[config.mk]
export PLATFORM = sky130hd
export DESIGN_NAME = shake_block_loader
export DESIGN_NICKNAME = d
export VERILOG_FILES = /design/src/rtl/shake_pkg.sv /design/src/rtl/shake_word_mask.sv /design/src/rtl/shake_block_loader.sv
export SDC_FILE = /design/constraint.sdc
export NUM_CORES = 2
export LEC_CHECK = 0
export CAP_MARGIN = 25
export CORE_AREA = 2 2 555 557
export CTS_CLUSTER_SIZE = 30
export DETAILED_ROUTE_END_ITERATION = 8
export DIE_AREA = 0 0 557 559
export GPL_TIMING_DRIVEN = 0
export HOLD_SLACK_MARGIN = 0.15
export SLEW_MARGIN = 25
export SYNTH_ARGS = -nofsm -noshare
export SYNTH_HDL_FRONTEND = slang
export SYNTH_HIERARCHICAL = 1
export SYNTH_SLANG_ARGS = --single-unit
[constraint.sdc]
create_clock -name clk -period 5.5 [get_ports clk]
set_clock_uncertainty 0.05 [all_clocks]
set_input_delay 1.1 -clock clk [delete_from_list [all_inputs] [get_ports clk]]
set_output_delay 1.1 -clock clk [all_outputs]
set_load 0.05 [all_outputs]
[src/rtl/shake_pkg.sv]
// Shared SHAKE types and constants: modes, rates, padding bytes and loader states.
package shake_pkg;

   typedef enum logic {SHAKE128 = 1'b0, SHAKE256 = 1'b1} mode_t;

   typedef enum logic [1:0] {
      IDLE = 2'd0,
      LOAD = 2'd1,
      PAD  = 2'd2,
      HOLD = 2'd3
   } state_t;

   localparam int RATE128_BYTES = 168;
   localparam int RATE256_BYTES = 136;

   localparam logic [7:0] DOMAIN_PAD = 8'h1F;
   localparam logic [7:0] FINAL_PAD  = 8'h80;

   function automatic int rate_of(input mode_t m);
      return (m == SHAKE256) ? RATE256_BYTES : RATE128_BYTES;
   endfunction

endpackage

[src/rtl/shake_word_mask.sv]
// Keeps the first taken_i bytes of a message word, zeroes the rest and optionally
// places the SHAKE domain byte directly after the last kept byte.
module shake_word_mask
   import shake_pkg::*;
#(
   parameter int WORD_W = 64,
   parameter int TK_W   = $clog2(WORD_W / 8) + 1
) (
   input  logic [WORD_W-1:0] word_i,
   input  logic [TK_W-1:0]   taken_i,
   input  logic              pad_i,
   output logic [WORD_W-1:0] word_o
);

   localparam int BPW = WORD_W / 8;

   // Per-byte select between message data, domain pad and zero
   always_comb begin
      word_o = '0;
      for (int b = 0; b < BPW; b++) begin
         if (b < int'(taken_i)) begin
            word_o[8*b +: 8] = word_i[8*b +: 8];
         end else if (pad_i && (b == int'(taken_i))) begin
            word_o[8*b +: 8] = DOMAIN_PAD;
         end else begin
            word_o[8*b +: 8] = 8'h00;
         end
      end
   end

endmodule

[src/rtl/shake_block_loader.sv]
// Packs a length-prefixed word stream into padded SHAKE128/SHAKE256 rate blocks
// and presents each block to the absorb stage over a valid/ready handshake.
module shake_block_loader
   import shake_pkg::*;
#(
   parameter int WORD_W         = 64,
   parameter int LEN_W          = 32,
   parameter int MAX_RATE_BYTES = 168
) (
   input  logic                        clk,
   input  logic                        rst,
   input  logic                        in_valid,
   output logic                        in_ready,
   input  logic [WORD_W-1:0]           in_data,
   output logic                        blk_valid,
   input  logic                        blk_ready,
   output logic [MAX_RATE_BYTES*8-1:0] blk_data,
   output logic                        blk_last,
   output logic                        blk_mode,
   output logic                        busy
);

   localparam int BPW       = WORD_W / 8;
   localparam int TK_W      = $clog2(BPW) + 1;
   localparam int MAX_WORDS = MAX_RATE_BYTES / BPW;
   localparam int WIDX_W    = $clog2(MAX_WORDS) + 1;
   localparam int POS_W     = $clog2(MAX_RATE_BYTES);

   if (WORD_W < LEN_W + 1) begin : g_chk_hdr
      $error("shake_block_loader: header (LEN_W+1 bits) must fit in one WORD_W word");
   end
   if ((WORD_W != 8) && (WORD_W != 16) && (WORD_W != 32) && (WORD_W != 64)) begin : g_chk_word
      $error("shake_block_loader: WORD_W must be 8, 16, 32 or 64");
   end
   if (MAX_RATE_BYTES < RATE128_BYTES) begin : g_chk_rate
      $error("shake_block_loader: MAX_RATE_BYTES must hold a SHAKE128 block");
   end

   state_t                      state_q;
   mode_t                       mode_q;
   logic [LEN_W-1:0]            rem_q;
   logic [WIDX_W-1:0]           widx_q;
   logic                        pad_pending_q;
   logic [POS_W-1:0]            pad_pos_q;
   logic [MAX_RATE_BYTES*8-1:0] block_q;
   logic                        blk_valid_q;
   logic                        blk_last_q;

   logic [WIDX_W-1:0]           rate_words;
   logic [POS_W-1:0]            last_pos;
   logic [TK_W-1:0]             taken_d;
   logic [LEN_W-1:0]            rem_d;
   logic [WIDX_W-1:0]           widx_d;
   logic                        partial_d;
   logic [POS_W-1:0]            boundary_pos_d;
   logic [MAX_RATE_BYTES*8-1:0] pad_blk_d;
   logic [WORD_W-1:0]           masked_word;

   shake_word_mask #(
      .WORD_W (WORD_W),
      .TK_W   (TK_W)
   ) u_mask (
      .word_i  (in_data),
      .taken_i (taken_d),
      .pad_i   (partial_d),
      .word_o  (masked_word)
   );

   // Rate geometry, per-word bookkeeping and the padded version of the current block
   always_comb begin
      if (mode_q == SHAKE256) begin
         rate_words = WIDX_W'(RATE256_BYTES / BPW);
         last_pos   = POS_W'(RATE256_BYTES - 1);
      end else begin
         rate_words = WIDX_W'(RATE128_BYTES / BPW);
         last_pos   = POS_W'(RATE128_BYTES - 1);
      end

      if (rem_q < LEN_W'(BPW)) begin
         taken_d = TK_W'(rem_q);
      end else begin
         taken_d = TK_W'(BPW);
      end
      rem_d     = rem_q - LEN_W'(taken_d);
      widx_d    = widx_q + WIDX_W'(1);
      partial_d = (rem_d == '0) && (taken_d != TK_W'(BPW));

      // A message filling the block exactly defers its domain byte to the next block
      if (widx_d == rate_words) begin
         boundary_pos_d = '0;
      end else begin
         boundary_pos_d = POS_W'(int'(widx_d) * BPW);
      end

      pad_blk_d = block_q;
      if (pad_pending_q) begin
         pad_blk_d[int'(pad_pos_q)*8 +: 8] = block_q[int'(pad_pos_q)*8 +: 8] | DOMAIN_PAD;
      end else begin
         pad_blk_d = block_q;
      end
      pad_blk_d[int'(last_pos)*8 +: 8] = pad_blk_d[int'(last_pos)*8 +: 8] | FINAL_PAD;
   end

   assign in_ready = !rst && ((state_q == IDLE) ||
                              ((state_q == LOAD) && (rem_q != '0) && (widx_q < rate_words)));

   // Loader FSM with block register and registered handshake outputs
   always_ff @(posedge clk) begin
      if (rst) begin
         state_q       <= IDLE;
         mode_q        <= SHAKE128;
         rem_q         <= '0;
         widx_q        <= '0;
         pad_pending_q <= 1'b0;
         pad_pos_q     <= '0;
         block_q       <= '0;
         blk_valid_q   <= 1'b0;
         blk_last_q    <= 1'b0;
      end else begin
         case (state_q)
            IDLE: begin
               if (in_valid) begin
                  rem_q     <= in_data[LEN_W-1:0];
                  mode_q    <= mode_t'(in_data[LEN_W]);
                  widx_q    <= '0;
                  block_q   <= '0;
                  pad_pos_q <= '0;
                  if (in_data[LEN_W-1:0] == '0) begin
                     pad_pending_q <= 1'b1;
                     state_q       <= PAD;
                  end else begin
                     pad_pending_q <= 1'b0;
                     state_q       <= LOAD;
                  end
               end
            end
            LOAD: begin
               if (in_valid && in_ready) begin
                  block_q[int'(widx_q)*WORD_W +: WORD_W] <= masked_word;
                  rem_q  <= rem_d;
                  widx_q <= widx_d;
                  if ((rem_d == '0) && !partial_d) begin
                     pad_pending_q <= 1'b1;
                     pad_pos_q     <= boundary_pos_d;
                  end
                  // A partial last word always needs the PAD cycle for its final byte
                  if (partial_d) begin
                     state_q <= PAD;
                  end else if (widx_d == rate_words) begin
                     state_q     <= HOLD;
                     blk_valid_q <= 1'b1;
                     blk_last_q  <= 1'b0;
                  end else if (rem_d == '0) begin
                     state_q <= PAD;
                  end
               end
            end
            PAD: begin
               block_q       <= pad_blk_d;
               pad_pending_q <= 1'b0;
               state_q       <= HOLD;
               blk_valid_q   <= 1'b1;
               blk_last_q    <= 1'b1;
            end
            HOLD: begin
               if (blk_ready) begin
                  blk_valid_q <= 1'b0;
                  blk_last_q  <= 1'b0;
                  if (blk_last_q) begin
                     state_q <= IDLE;
                  end else if (rem_q != '0) begin
                     state_q <= LOAD;
                     widx_q  <= '0;
                     block_q <= '0;
                  end else begin
                     state_q <= PAD;
                     block_q <= '0;
                  end
               end
            end
            default: begin
               state_q     <= IDLE;
               blk_valid_q <= 1'b0;
               blk_last_q  <= 1'b0;
            end
         endcase
      end
   end

   assign blk_valid = blk_valid_q;
   assign blk_last  = blk_last_q;
   assign blk_mode  = mode_q;
   assign blk_data  = block_q;
   assign busy      = (state_q != IDLE);

endmodule

==> summary.md <==
| Metric | Value |
|---|---|
| Net switching power | 13,500 uW |
| Filler instances | approximately 33,000 |
| CP startpoint | pad_pos_q[4]$_SDFFE_PP0P_ |
| TritonRoute pass-1 iters | 9 |
| CTS Sinks | roughly 1,400 |
| Lkg Pwr | between 0.02 and 0.03 uW |
| Synth warn | 6 |
| Cell Area, Synth | 0.0546 mm2 |
| Clk buf depth | 4 |
| Number of synthesized flops with an enable pin | 0 |
| GPL Wtd Cong | between 1 and 1.5 |
| Yosys reg bits | around 1,400 |
| Most common cell after layout, fill and taps aside | clkdlybuf4s50_1 |
| Reg clk slew, reported paths | 0.06 ns |
| Maxcap violations | 0 |
| Vias | between 60,000 and 70,000 |
| Mapped Cells | about 5,900 |
| Post-synth ARST share | 0% |
| Dpl hpwl | 351,000 um |
| Num CTS Buffers | roughly 170 |
| Relative slew slack | between 10% and 20% |
| Crit path launch type | flip-flop |
| Net Sw Frac | between 40% and 50% |
| First-pass GRT wire length | roughly 560,000 um |
| Nets | about 7,600 |
| CP max FO | 10 |
| Core area | 0.305 mm2 |
| Final setup vio count | 0 |
| Die Span Y | between 500 and 600 um |
| Hold Crit Class | flip-flop to flip-flop |
| Die X-Extent | approximately 560 um |
| Seq/Total Area, Yosys | around half |
| Status | finished, final reports clean |
| Largest net degree at the start of global routing | 16 |
| Internal cell power | just under 20,000 uW |
| Reg-to-reg critical path startpoint | pad_pos_q[4]$_SDFFE_PP0P_ |
| Antenna violations before repair | 55 |
| RSZ-0062 raised after global routing | no |
| Combinational share of power | between 30% and 40% |
| Clock Latency Late Sink | just over 0.8 ns |
| Internal reg-to-reg setup slack | 0.001 ns |
| H-Tree Level Count | 4 |
| Power Dens Cells | 400 mW/mm2 |
| Top FF cell, synth | dfxtp_1 |
| Max VDD drop | around 280 uV |
| Met2 wire length | 196,000 um |
| Final period util | between 90% and 100% |
| Reg power frac | a little under a third |
| Worst Path Required | just over 6 ns |
| Vias in the first global route | around 56,000 |
| Synthesized netlist net count | 5,955 |
| Buffers on Ports | 1,416 |
| CP arrival | approximately 6 ns |
| CTS tree | done |
| Final min period | 5.50 ns |
| Layout cells sized above 1 | approximately 11% |
| Final wirelength | 439,000 um |
| Starting DRC count in detailed routing | approximately 7,900 |
| Antenna Violating Nets Remaining | 0 |
| Fmax | 0.182 GHz |
| Die Area | slightly above 0.3 mm2 |
| Slew Viols, Final | 0 |
| Area Overhead vs Synth | 50.1% |
| Cts hold-fix bufs | 0 |
| CP Capture Type | flip-flop |
| Count of different cell masters after synthesis | 88 |
| Number of core rows | slightly above 200 |
| Worst slew pin tran | roughly 1.3 ns |
| Vias per cell | approximately 5.2 |
| Met1 wire length | ~160,000 um |
| Initial Utilization | between 10% and 20% |
| Metal3 WL | between 50,000 and 60,000 um |
| GRT Util Overall | a little over a quarter |
| GR Overflow Total | 0 |
| Clk root buf | clkbuf_16 |
| Wire length per cell | between 30 and 40 um |
| Top Metal Used | met5 |
| IO Pins | approximately 1,400 |
| Most frequent cells in the layout | clkdlybuf4s50_1, dfxtp_1, nor2_1 |
| Clk pwr share | a little over a third |
| Final setup TNS | 0 ns |
| PnR Total Power | between 30,000 and 40,000 uW |
| Syn_area_per_cell | 9.29 um2 |
| Final Hold Viols | 0 |
| Post-route DRC | 0 |
| Kind of critical path | flip-flop to flip-flop |
| Critical hold path startpoint | blk_data[195]$_SDFFE_PP0P_ |
-- registers in the layout, indices dropped and copies added (netlist names) --
| signal | flops |
|---|---|
| blk_mode | 1 |
| blk_last | 1 |
| pad_pending_q | 1 |
| blk_valid | 1 |
| widx_q | 6 |
| blk_data | 1344 |
| rem_q | 32 |
| state_q | 2 |
| pad_pos_q | 5 |
-- routing by layer --
| metal | global-route usage (%) | up-vias |
|---|---|---|
| met1 | 30.4 | 30300 |
| met3 | 9.55 | 969 |
| met2 | 42.3 | 4247 |
| li1 | - | 25400 |
| met4 | 16.9 | 28 |
| met5 | 0 | - |
-- area by class of cell --
type	count	area (um2)	share of cell area, %
Timing Repair Buffer	1507	16000	19.5
Multi-Input combinational cell	3721	23400	28.6
Clock inverter	63	850	1.04
Antenna cell	18	45.0	0.0550
Clock buffer	226	4630	5.65
Buffer	725	3820	4.66
Tap cell	4100	5130	6.26
Sequential cell	1393	27900	34.0
Inverter	29	111	0.136
-- worst paths after layout --
kind / depth (start not counted) / endpoint
max: 14 / blk_data[196]$_SDFFE_PP0P_
min: 2 / blk_data[195]$_SDFFE_PP0P_
max reg2reg: 14 / blk_data[196]$_SDFFE_PP0P_
min reg2reg: 2 / blk_data[195]$_SDFFE_PP0P_
-- cell families after synthesis --
logic type / after synthesis / synth area share (%)
compound gates: 1844 / 26.8
fa+ha+maj: 16 / 0.367
xor+xnor: 21 / 0.337
other cells: 1 / 0.00687
mux: 34 / 1.04
simple gates: 1805 / 13.9
flops: 1393 / 51.1
buf+inv: 757 / 6.42
-- power by group through the flow --
stage,registers [uW],clock network [uW],logic [uW]
final,10500,11500,10800
after global routing,10500,11900,11000
after CTS,10400,11600,10500
after detailed placement,10600,0,10400
after global placement,10700,0,10100
after floorplan,10700,0,5000
-- worst max-delay path: stages, from the launching register on --
cell      delay [ns]
dfxtp_1         0.37
clkbuf_1        0.58
buf_1           0.54
inv_1           0.31
ha_1            0.35
nor3b_1         0.21
ha_1            0.26
or2_2           0.35
nor3_1          0.69
nand2_1         0.40
a22o_1          0.35
a31oi_1         0.22
o21ai_0         0.37
nand2_1         0.21
a21oi_1         0.08
-- stage by stage --
step                      hold slack, ns  util (%)  std cells  instance area (um2)  setup slack (ns)
after floorplan                    0.423         -       5871                54600             0.970
after global placement             0.393      24.2      11400                73900             -2.74
after detailed placement           0.400      24.9      11500                75800             -2.18
after CTS                          0.411      26.8      11800                81700          -0.00147
after global routing               0.429      26.8      11800                81900           0.00313
final                              0.407      26.9      11800                81900           0.00138
-- cell usage after synthesis (46+ instances only) --
library cell | n | area [um2]
dfxtp_1 | 1393 | 27900
nor2_1 | 1231 | 4620
a32oi_1 | 838 | 7340
clkbuf_1 | 502 | 1880
nand2_1 | 286 | 1070
o21ai_0 | 192 | 961
a32o_1 | 166 | 1660
a22oi_1 | 165 | 1240
a21oi_1 | 157 | 786
a22o_1 | 126 | 1100
buf_2 | 121 | 606
nand3_1 | 56 | 280
buf_4 | 46 | 345
-- what timing repair did --
item / CTS / global route
resized for setup: 105 / 35
pin swaps: 6 / 0
setup endpoints to repair: 879 / 565
buffers inserted: 9 / 3
Note: power is estimated with default switching activity, not from simulation.
